## src/rtl/pc_write_pkg.sv

```systemverilog
// Shared encodings for the PC write unit: FSM states, exception causes,
// next-PC sources and the exception vector base.
package pc_write_pkg;

    typedef enum logic [1:0] {
        ST_IDLE   = 2'b00,
        ST_SAVE   = 2'b01,
        ST_VECTOR = 2'b10
    } exc_state_e;

    typedef enum logic [1:0] {
        CAUSE_UNDEF    = 2'b00,
        CAUSE_OVF      = 2'b01,
        CAUSE_DIV0     = 2'b10,
        CAUSE_MISALIGN = 2'b11
    } exc_cause_e;

    typedef enum logic [1:0] {
        SRC_ALU_RESULT = 2'b00,
        SRC_ALU_OUT    = 2'b01,
        SRC_JUMP       = 2'b10,
        SRC_EPC        = 2'b11
    } pc_src_e;

    localparam logic [31:0] VECTOR_BASE = 32'h0000_0080;

    // Handler entry points are spaced one word apart, indexed by cause.
    function automatic logic [31:0] vector_addr(input logic [1:0] cause);
        return VECTOR_BASE + {28'h000_0000, cause, 2'b00};
    endfunction

endpackage

```

## src/rtl/pc_write_unit_if.sv

```systemverilog
// Control/datapath bundle between the core and the PC write unit.
interface pc_write_unit_if;

    logic        PCWrite;
    logic        PCWriteCond;
    logic [31:0] MuxPCWriteCondFio;
    logic [1:0]  PCSource;
    logic [31:0] AluResult;
    logic [31:0] AluOut;
    logic [25:0] InstrIndex;
    logic        ExcReq;
    logic [1:0]  ExcCause;
    logic [31:0] PCFio;
    logic [31:0] EPCFio;
    logic [1:0]  CauseFio;
    logic        ExcBusy;
    logic        ExcAck;
    logic [15:0] TakenCount;

    modport master (
        output PCWrite, PCWriteCond, MuxPCWriteCondFio, PCSource,
               AluResult, AluOut, InstrIndex, ExcReq, ExcCause,
        input  PCFio, EPCFio, CauseFio, ExcBusy, ExcAck, TakenCount
    );

    modport slave (
        input  PCWrite, PCWriteCond, MuxPCWriteCondFio, PCSource,
               AluResult, AluOut, InstrIndex, ExcReq, ExcCause,
        output PCFio, EPCFio, CauseFio, ExcBusy, ExcAck, TakenCount
    );

endinterface

```

## src/rtl/pc_write_unit_exc_sequencer.sv

```systemverilog
// Three-state exception sequencer (IDLE -> SAVE -> VECTOR -> IDLE) with
// registered busy/ack flags.
module exc_sequencer
    import pc_write_pkg::*;
(
    input  logic       clk,
    input  logic       rst,
    input  logic       exc_i,
    output exc_state_e state_o,
    output logic       exc_busy_o,
    output logic       exc_ack_o
);

    exc_state_e state_q, state_d;
    logic       busy_q, busy_d;
    logic       ack_q, ack_d;

    // Next-state logic; flags are derived from the next state so they register cleanly.
    always_comb begin
        state_d = state_q;
        case (state_q)
            ST_IDLE: begin
                if (exc_i) begin
                    state_d = ST_SAVE;
                end else begin
                    state_d = ST_IDLE;
                end
            end
            ST_SAVE:   state_d = ST_VECTOR;
            ST_VECTOR: state_d = ST_IDLE;
            default:   state_d = ST_IDLE;
        endcase
        busy_d = (state_d != ST_IDLE);
        ack_d  = (state_d == ST_VECTOR);
    end

    // State and flag registers.
    always_ff @(posedge clk or posedge rst) begin
        if (rst) begin
            state_q <= ST_IDLE;
            busy_q  <= 1'b0;
            ack_q   <= 1'b0;
        end else begin
            state_q <= state_d;
            busy_q  <= busy_d;
            ack_q   <= ack_d;
        end
    end

    assign state_o    = state_q;
    assign exc_busy_o = busy_q;
    assign exc_ack_o  = ack_q;

endmodule

```

## src/rtl/pc_write_unit.sv

```systemverilog
// Program-counter update with conditional branches, exception entry via
// EPC/cause capture, vectoring, and a taken-branch counter.
module pc_write_unit
    import pc_write_pkg::*;
(
    input  logic            clk,
    input  logic            rst,
    pc_write_unit_if.slave  bus
);

    exc_state_e  state_s;
    logic        exc_busy_s;
    logic        exc_ack_s;

    logic        we_s;
    logic        idle_s;
    logic        misaligned_s;
    logic        exc_s;
    logic        taken_s;
    logic [1:0]  cause_s;
    logic [31:0] next_pc_s;
    logic        unused_s;

    logic [31:0] pc_q, pc_d;
    logic [31:0] epc_q, epc_d;
    logic [1:0]  cause_q, cause_d;
    logic [15:0] taken_q, taken_d;

    assign unused_s = ^bus.MuxPCWriteCondFio[31:1];

    exc_sequencer u_seq (
        .clk        (clk),
        .rst        (rst),
        .exc_i      (exc_s),
        .state_o    (state_s),
        .exc_busy_o (exc_busy_s),
        .exc_ack_o  (exc_ack_s)
    );

    // Write enable, next-PC select and exception detection; inputs are ignored outside IDLE.
    always_comb begin
        we_s = bus.PCWrite | (bus.PCWriteCond & bus.MuxPCWriteCondFio[0]);
        case (pc_src_e'(bus.PCSource))
            SRC_ALU_RESULT: next_pc_s = bus.AluResult;
            SRC_ALU_OUT:    next_pc_s = bus.AluOut;
            SRC_JUMP:       next_pc_s = {pc_q[31:28], bus.InstrIndex, 2'b00};
            SRC_EPC:        next_pc_s = epc_q;
            default:        next_pc_s = bus.AluResult;
        endcase
        idle_s       = (state_s == ST_IDLE);
        misaligned_s = we_s & (next_pc_s[1:0] != 2'b00);
        exc_s        = idle_s & (bus.ExcReq | misaligned_s);
        taken_s      = bus.PCWriteCond & bus.MuxPCWriteCondFio[0] & ~bus.PCWrite;
        if (bus.ExcReq) begin
            cause_s = bus.ExcCause;
        end else begin
            cause_s = CAUSE_MISALIGN;
        end
    end

    // Datapath next state: exception capture beats a normal load; SAVE loads the vector.
    always_comb begin
        pc_d    = pc_q;
        epc_d   = epc_q;
        cause_d = cause_q;
        taken_d = taken_q;
        if (exc_s) begin
            epc_d   = pc_q - 32'd4;
            cause_d = cause_s;
        end else if (idle_s && we_s) begin
            pc_d = next_pc_s;
            if (taken_s) begin
                taken_d = taken_q + 16'd1;
            end else begin
                taken_d = taken_q;
            end
        end else if (state_s == ST_SAVE) begin
            pc_d = vector_addr(cause_q);
        end else begin
            pc_d = pc_q;
        end
    end

    // Datapath registers.
    always_ff @(posedge clk or posedge rst) begin
        if (rst) begin
            pc_q    <= 32'h0000_0000;
            epc_q   <= 32'h0000_0000;
            cause_q <= 2'b00;
            taken_q <= 16'h0000;
        end else begin
            pc_q    <= pc_d;
            epc_q   <= epc_d;
            cause_q <= cause_d;
            taken_q <= taken_d;
        end
    end

    assign bus.PCFio      = pc_q;
    assign bus.EPCFio     = epc_q;
    assign bus.CauseFio   = cause_q;
    assign bus.TakenCount = taken_q;
    assign bus.ExcBusy    = exc_busy_s;
    assign bus.ExcAck     = exc_ack_s;

endmodule

```

## src/flat_wrapper.sv

```systemverilog
// flat-port wrapper written by rule: the top's interface ports become plain ports
module pc_write_unit_flat import pc_write_pkg::*;
  (clk, rst, bus_PCWrite, bus_PCWriteCond, bus_MuxPCWriteCondFio, bus_PCSource, bus_AluResult, bus_AluOut, bus_InstrIndex, bus_ExcReq, bus_ExcCause, bus_PCFio, bus_EPCFio, bus_CauseFio, bus_ExcBusy, bus_ExcAck, bus_TakenCount);
  pc_write_unit_if bus_i ();
  input  logic clk;
  input  logic rst;
  input wire logic [$bits(bus_i.PCWrite)-1:0] bus_PCWrite;
  input wire logic [$bits(bus_i.PCWriteCond)-1:0] bus_PCWriteCond;
  input wire logic [$bits(bus_i.MuxPCWriteCondFio)-1:0] bus_MuxPCWriteCondFio;
  input wire logic [$bits(bus_i.PCSource)-1:0] bus_PCSource;
  input wire logic [$bits(bus_i.AluResult)-1:0] bus_AluResult;
  input wire logic [$bits(bus_i.AluOut)-1:0] bus_AluOut;
  input wire logic [$bits(bus_i.InstrIndex)-1:0] bus_InstrIndex;
  input wire logic [$bits(bus_i.ExcReq)-1:0] bus_ExcReq;
  input wire logic [$bits(bus_i.ExcCause)-1:0] bus_ExcCause;
  output wire logic [$bits(bus_i.PCFio)-1:0] bus_PCFio;
  output wire logic [$bits(bus_i.EPCFio)-1:0] bus_EPCFio;
  output wire logic [$bits(bus_i.CauseFio)-1:0] bus_CauseFio;
  output wire logic [$bits(bus_i.ExcBusy)-1:0] bus_ExcBusy;
  output wire logic [$bits(bus_i.ExcAck)-1:0] bus_ExcAck;
  output wire logic [$bits(bus_i.TakenCount)-1:0] bus_TakenCount;
  assign bus_i.PCWrite = bus_PCWrite;
  assign bus_i.PCWriteCond = bus_PCWriteCond;
  assign bus_i.MuxPCWriteCondFio = bus_MuxPCWriteCondFio;
  assign bus_i.PCSource = bus_PCSource;
  assign bus_i.AluResult = bus_AluResult;
  assign bus_i.AluOut = bus_AluOut;
  assign bus_i.InstrIndex = bus_InstrIndex;
  assign bus_i.ExcReq = bus_ExcReq;
  assign bus_i.ExcCause = bus_ExcCause;
  assign bus_PCFio = bus_i.PCFio;
  assign bus_EPCFio = bus_i.EPCFio;
  assign bus_CauseFio = bus_i.CauseFio;
  assign bus_ExcBusy = bus_i.ExcBusy;
  assign bus_ExcAck = bus_i.ExcAck;
  assign bus_TakenCount = bus_i.TakenCount;
  pc_write_unit u_core (.clk(clk), .rst(rst), .bus(bus_i));
endmodule
```

## config.mk

```make
export PLATFORM = sky130hd
export DESIGN_NAME = pc_write_unit_flat
export DESIGN_NICKNAME = d
export VERILOG_FILES = /design/src/rtl/pc_write_pkg.sv /design/src/rtl/pc_write_unit_if.sv /design/src/rtl/pc_write_unit_exc_sequencer.sv /design/src/rtl/pc_write_unit.sv /design/src/flat_wrapper.sv
export SDC_FILE = /design/constraint.sdc
export NUM_CORES = 1
export LEC_CHECK = 0
export ABC_AREA = 1
export CAP_MARGIN = 20
export CORE_AREA = 2 2 118 120
export CTS_CLUSTER_SIZE = 24
export DETAILED_ROUTE_END_ITERATION = 6
export DIE_AREA = 0 0 120 122
export PLACE_DENSITY = 0.77
export SYNTH_ARGS = -nofsm -noshare
export SYNTH_HDL_FRONTEND = slang
export SYNTH_SLANG_ARGS = --single-unit
```

## constraint.sdc

```tcl
create_clock -name clk -period 2.7 [get_ports clk]
set_input_delay 0.675 -clock clk [delete_from_list [all_inputs] [get_ports clk]]
set_output_delay 0.675 -clock clk [all_outputs]
set_load 0.02 [all_outputs]
```

; ---- Yosys cells after proc, flatten, opt, wreduce, memory -nomap -nowiden
; Index checks and enable logic that the tools add are counted.
[totals]
register_bits = 86
in_bits = 131
output_inout_bits = 84
[classes]
add_sub_neg = 3
eq_ne = 6
n_mux = 6
bitwise = 8
n_reduce_logical = 9
[ops]
columns = cell, count
row1 = $pmux 32 s4, 1
row2 = $mux 32, 2
row3 = $sub 32x3->32 const B, 1
row4 = $add 16x1->16 const B, 1
row5 = $add 8x4->9 const A, 1
row6 = $eq 2x2->1 const B, 3
row7 = $reduce_and 3->1, 2
row8 = $reduce_bool 2->1, 3
row9 = $and 1x1->1, 4
row10 = $eq 2x1->1 const B, 2
row11 = $logic_not 2->1, 2
row12 = $pmux 2 s2, 1
row13 = $mux 2, 1
row14 = $ne 2x2->1 const B, 1
row15 = $not 1->1, 2
row16 = $or 1x1->1, 2
row17 = $reduce_and 2->1, 1
row18 = $logic_and 1x1->1, 1
row19 = $mux 1, 1

; ---- Logic depth before layout (Yosys ltp)
[logic_depth]
word_depth = 9
ltp_mapped = 11
mapped_depth_nobuf = 10

; ---- By module
; Synthesis repeated with hierarchy kept, for this count alone.
[hier_totals]
hier_cells = 755
area_unflattened_um2 = 5242.5
[by_module_without_submodules]
columns = mod, n_inst, cells_per_inst, area_per_inst_um2, seq_area_each_um2
row1 = pc_write_unit, 1, 744, 5129.9, 2052.0
row2 = exc_sequencer, 1, 11, 112.6, 75.1

; ---- Worst setup path before layout
; OpenSTA, ideal clock, no wires.
[synth_timing]
kind = input to register
from = input bus_PCSource[0]
to = register u_core.taken_q[11] (netlist: u_core.bus.TakenCount[11])
setup_time_ps = 118
arrival_ps = 1713
t_required_ps = 2582
path_slack_ps = 869
stages = 10
path_buffers = 2
path_cell_list = buf_2 -> nor2_2 -> nand2_1 -> nand3_2 -> nand2_2 -> inv_2 -> nand4_4 -> buf_2 -> nand2_1 -> nand2_1
[synth_via]
elab_chain_cells = 8
[synth_lines]
columns = element, line_no
row1 = from (decl), flat_wrapper.sv:10  ; input wire logic [$bits(bus_i.PCSource)-1:0] bus_PCSource;
row2 = "$eq 2x2->1, or another cell as far along", pc_write_unit.sv:43  ; case (pc_src_e'(bus.PCSource))
row3 = $pmux 32 s4 (*), pc_write_unit.sv:43
row4 = $reduce_bool 2->1 (*), pc_write_unit.sv:51  ; misaligned_s = we_s & (next_pc_s[1:0] != 2'b00);
row5 = $and 1x1->1 (*), pc_write_unit.sv:51
row6 = $or 1x1->1 (*), pc_write_unit.sv:52  ; exc_s = idle_s & (bus.ExcReq | misaligned_s);
row7 = $and 1x1->1 (*), pc_write_unit.sv:52
row8 = $not 1->1 (no line) (*), --
row9 = $reduce_and 3->1 (no line) (*), --
row10 = to (signal assigned), pc_write_unit.sv:95  ; taken_q <= taken_d;
row11 = to (decl), pc_write_unit.sv:27  ; logic [15:0] taken_q, taken_d;
; Every way passes the cells marked *; elsewhere a longest branch is shown, timed or not.
; A chain may end at the register's enable or synchronous reset.

; ---- Final worst setup path
[layout_timing]
from = input bus_PCSource[1]
to = register u_core.cause_q[1] (netlist: u_core.bus.CauseFio[1])
[layout_via]
elab_chain_cells = 6
[layout_lines]
columns = element, line_no
row1 = "$eq 2x2->1, or another cell as far along", pc_write_unit.sv:43
row2 = $pmux 32 s4 (*), pc_write_unit.sv:43
row3 = $reduce_bool 2->1 (*), pc_write_unit.sv:51
row4 = $and 1x1->1 (*), pc_write_unit.sv:51
row5 = $or 1x1->1 (*), pc_write_unit.sv:52
row6 = $and 1x1->1 (*), pc_write_unit.sv:52
row7 = to (signal assigned), pc_write_unit.sv:94  ; cause_q <= cause_d;
row8 = to (decl), pc_write_unit.sv:26  ; logic [1:0] cause_q, cause_d;
; Marks and branches as above.

==> metrics.md <==
| Metric | Value |
|---|---|
| Placed insts | between 1000 and 1500 |
| Start point of the worst min-delay path | u_core.bus.EPCFio[29]$_DFFE_PP0P_ |
| RSZ-0062 raised after global routing | no |
| Number of gates resized after cts | 0 |
| Chip Height | ~120 um |
| Initial antenna violation count | 0 |
| Setup slack on the worst flop-to-flop path | between 0.8 and 0.9 ns |
| Area growth, synth to finish | 45.8% |
| Mean routed wirelength per cell | approximately 15 um |
| Smallest hold slack | ~0.5 ns |
| Internal power summed over all cells | around 4.0 mW |
| Vias per cell | ~5.0 |
| Number of global-route vias before repair | 5582 |
| Layout cells sized above 1 | about 5.2% |
| Skew-Pair Late Insertion Delay | approximately 0.34 ns |
| Synth Instances | around 770 |
| Clock Sink Count | 85 |
| Overall overflow remaining after global route | 0 |
| Worst hold stages | 2 |
| Post-route cell area | around 7700 sq um |
| TritonCTS clock tree | built |
| Post-DP Area | approximately 7400 sq um |
| Net switching component of the power | about 3.6 mW |
| Starting DRT DRC Count | 424 |
| Worst-case reg-to-reg path depth | 8 |
| Critical Path Sink Type | flip-flop |
| Deepest level of the CTS H-tree | 3 |
| Data arrival time of the worst path | 2.46 ns |
| Fin. max-slew vios | 0 |
| Class of the worst hold path | reg2reg |
| Synth async-reset ratio | 100% |
| Slew at the pin closest to its max-slew limit | approximately 0.54 ns |
| Post-synth EDFFs | 0 |
| Buffers inserted by post-CTS timing repair | 0 |
| Cts-stage hold buffer count | 0 |
| Max transition margin | 63.8% |
| Fin nets | 1093 |
| Total via count in the routed design | a little under 6000 |
| Syn Area/Cell | 6.80 sq um |
| Timing-limited maximum frequency | about 0.45 GHz |
| Max Fanout on Critical Path | 24 |
| Status | finished, final reports clean |
| Static Leak | roughly 3.6 nW |
| ANT nets after route | 0 |
| Floorplan die area | between 10000 and 15000 sq um |
| Seq cells post-synth | 85 |
| Initial DRT Pass Iterations | 7 |
| Proportion of power drawn by combinational gates | between 50% and 60% |
| Final routed wirelength across all metal layers | 17.4 mm |
| Largest net degree at the start of global routing | between 70 and 80 |
| Row count | 43 |
| Core footprint | approximately 14000 sq um |
| Syn Nets | ~900 |
| Worst IR drop on VDD | roughly 0.37 mV |
| RR Endpoint | u_core.bus.EPCFio[16]$_DFFE_PP0P_ |
| Data required time at the worst endpoint | 2.92 ns |
| Total power per unit cell area | between 1000 and 1500 nW/um^2 |
| Setup TNS | 0 ns |
| Area of the mapped netlist | 5260 sq um |
| Largest clock skew in the final design | around 0.011 ns |
| Sequential-to-total area share from yosys stat | between 40% and 50% |
| Port Buffer Count | 183 |
| Count of warnings emitted by yosys | 0 |
| Clock tree root driver cell | sky130_fd_sc_hd__clkbuf_16 |
| # Max-Cap Violations | 0 |
| RePlAce Congestion | a little over 0.9 |
| Sum of net half-perimeters after detailed placement | 13.4 mm |
| Clk slew on worst S/H paths | 0.06 ns |
| Worst reg2reg path startpoint | u_core.bus.PCFio[2]$_DFFE_PP0P_ |
| Largest buffer count on any clock path | 2 |
| Worst Path Class, Setup | in2reg |
| Share of total power in sequential cells | 27.7% |
| Post-layout min period | 2.23 ns |
| Ys flop type | sky130_fd_sc_hd__dfrtp_1 |
| Part of the total power dissipated in the clock network | between 10% and 20% |
| Tot GR Track Use | between 20% and 30% |
| Net switching share of the total power | 47.5% |
| Worst hold path endpoint | u_core.bus.EPCFio[29]$_DFFE_PP0P_ |
| N_diodes | 0 |
| Final Hold Violating Endpoints | 0 |
| Final setup violation count | 0 |
| Horizontal die dimension | 120 um |
| Remaining design rule violation count | 0 |
| Initial cell density of the core | 38.9% |
| Layout Cells excl Fill | approximately 1100 |
| First-pass GRT wire length | 28.1 mm |
| Number of filler cells placed in the layout | between 1000 and 1500 |
| Crit share post-route | between 80 and 90% |
| Io pins | around 220 |
| Sort of element at the start of the critical path | input port |
| Num CTS Buffers | 9 |
| Number of different library cells in the post-synthesis netlist | 29 |
how the worst max path moves through the flow:
stage | startpoint | to | slack, ns
after floorplan | bus_PCSource[0] | u_core.bus.TakenCount[11]$_DFFE_PP0P_ | 0.87
after global placement | bus_PCSource[1] | u_core.bus.CauseFio[1]$_DFFE_PP0P_ | 0.13
after detailed placement | bus_PCSource[0] | u_core.bus.CauseFio[1]$_DFFE_PP0P_ | 0.13
after CTS | bus_PCSource[0] | u_core.bus.EPCFio[27]$_DFFE_PP0P_ | 0.47
after global routing | bus_PCSource[0] | u_core.bus.CauseFio[1]$_DFFE_PP0P_ | 0.27
final | bus_PCSource[1] | u_core.bus.CauseFio[1]$_DFFE_PP0P_ | 0.47
worst max-delay path, cell delays in order:
cell                              delay (ns)
sky130_fd_sc_hd__clkdlybuf4s50_1        0.61
sky130_fd_sc_hd__inv_2                  0.10
sky130_fd_sc_hd__nand3_1                0.08
sky130_fd_sc_hd__nand2_1                0.09
sky130_fd_sc_hd__nor2_4                 0.13
sky130_fd_sc_hd__nand2_2                0.12
sky130_fd_sc_hd__nand2_4                0.12
sky130_fd_sc_hd__nand2_4                0.16
sky130_fd_sc_hd__buf_12                 0.22
sky130_fd_sc_hd__o21ai_0                0.07
sky130_fd_sc_hd__o21ai_1                0.08
power groups by stage:
stage	combinational (mW)	sequential, mW	clock (mW)
after floorplan	2.14	2.50	0
after global placement	4.28	2.12	0
after detailed placement	4.32	2.14	0
after CTS	4.35	2.12	1.22
after global routing	4.80	2.19	1.27
final	4.35	2.13	1.20
placed cells by master, fill, tap and decap left out:
cell                              netlist  layout
sky130_fd_sc_hd__a21boi_4               1       1
sky130_fd_sc_hd__a21oi_1                4       4
sky130_fd_sc_hd__buf_12                 0       6
sky130_fd_sc_hd__buf_4                  7      11
sky130_fd_sc_hd__clkbuf_1               6       1
sky130_fd_sc_hd__clkbuf_16              0       9
sky130_fd_sc_hd__clkbuf_8               0       2
sky130_fd_sc_hd__clkdlybuf4s50_1        0     183
sky130_fd_sc_hd__clkinv_1               1       1
sky130_fd_sc_hd__clkinvlp_4             0       4
sky130_fd_sc_hd__dfrtp_1               85      85
sky130_fd_sc_hd__ha_1                   2       2
sky130_fd_sc_hd__inv_1                 75      74
sky130_fd_sc_hd__inv_2                  3       3
sky130_fd_sc_hd__inv_6                  0       1
sky130_fd_sc_hd__nand2_1              327     327
sky130_fd_sc_hd__nand2_2                3       3
sky130_fd_sc_hd__nand2_4                2       2
sky130_fd_sc_hd__nand3_1               44      44
sky130_fd_sc_hd__nand3_2                1       1
sky130_fd_sc_hd__nand3b_1               1       1
sky130_fd_sc_hd__nand4_1               28      28
sky130_fd_sc_hd__nand4_4                2       2
sky130_fd_sc_hd__nor2_1                75      74
sky130_fd_sc_hd__nor2_2                 2       3
sky130_fd_sc_hd__nor2_4                 2       2
sky130_fd_sc_hd__nor3_1                 3       3
sky130_fd_sc_hd__o2111ai_1             13      13
sky130_fd_sc_hd__o21ai_0               41      41
sky130_fd_sc_hd__o21ai_1               14      14
sky130_fd_sc_hd__o21bai_1               1       1
sky130_fd_sc_hd__xnor2_1                6       6
sky130_fd_sc_hd__xor2_1                13      13
area by class of cell:
class                   count  area, sq um  area share (%)
clock buffers              12          256            3.35
clock inverters             4         31.3           0.408
inverters                  79          300            3.92
multi-input cells         585         2690            35.1
flip-flops and latches     85         2130            27.8
well taps                 180          225            2.94
repair buffers            200         2030            26.6
Yosys cell counts (all sizes together), types with 2 or more instances:
library cell,n,area (sq um)
a21oi,4,20.0
clkbuf,6,22.5
dfrtp,85,2130
xor2,13,114
buf,18,126
o2111ai,13,114
ha,2,25.0
nor2,79,317
nand3,45,230
nand2,332,1270
o21ai,55,275
xnor2,6,52.6
inv,78,293
nor3,3,15.0
nand4,30,218
flip-flops by register name (all words and copies together) (netlist names):
register                 count
u_core.u_seq.exc_busy_o      1
u_core.bus.EPCFio           32
u_core.u_seq.exc_ack_o       1
u_core.bus.PCFio            32
u_core.u_seq.state_o         1
u_core.bus.TakenCount       16
u_core.bus.CauseFio          2
kinds of logic after synthesis:
| family | after synthesis | synth area share, % |
|---|---|---|
| AO/OA/AOI/OAI | 74 | 8.29 |
| buffers and inverters | 103 | 8.48 |
| AND/OR/NAND/NOR | 490 | 39.1 |
| flip-flops | 85 | 40.5 |
| XOR/XNOR | 19 | 3.17 |
| adder cells (fa/ha/maj) | 2 | 0.476 |
routing by layer:
metal | GRT usage (%) | share of wire [%] | routed length [um] | up-vias
met2 | 41.1 | 46 | 8080 | 217
met3 | 7.12 | 9.3 | 1620 | 33
li1 | - | - | - | 2837
met1 | 30.0 | 42 | 7220 | 2679
met5 | 0 | 0 | 0 | -
met4 | 8.75 | 2.7 | 473 | 0
metrics by stage:
step                total power, mW  setup WS (ns)  utilization (%)
finish                         7.68          0.466             56.7
floorplan                      4.64          0.869                -
global placement               6.40          0.128             54.6
CTS                            7.68          0.468             56.7
detailed placement             6.46          0.125             54.6
global route                   8.26          0.266             56.7
Power figures use the tool's default switching activity.
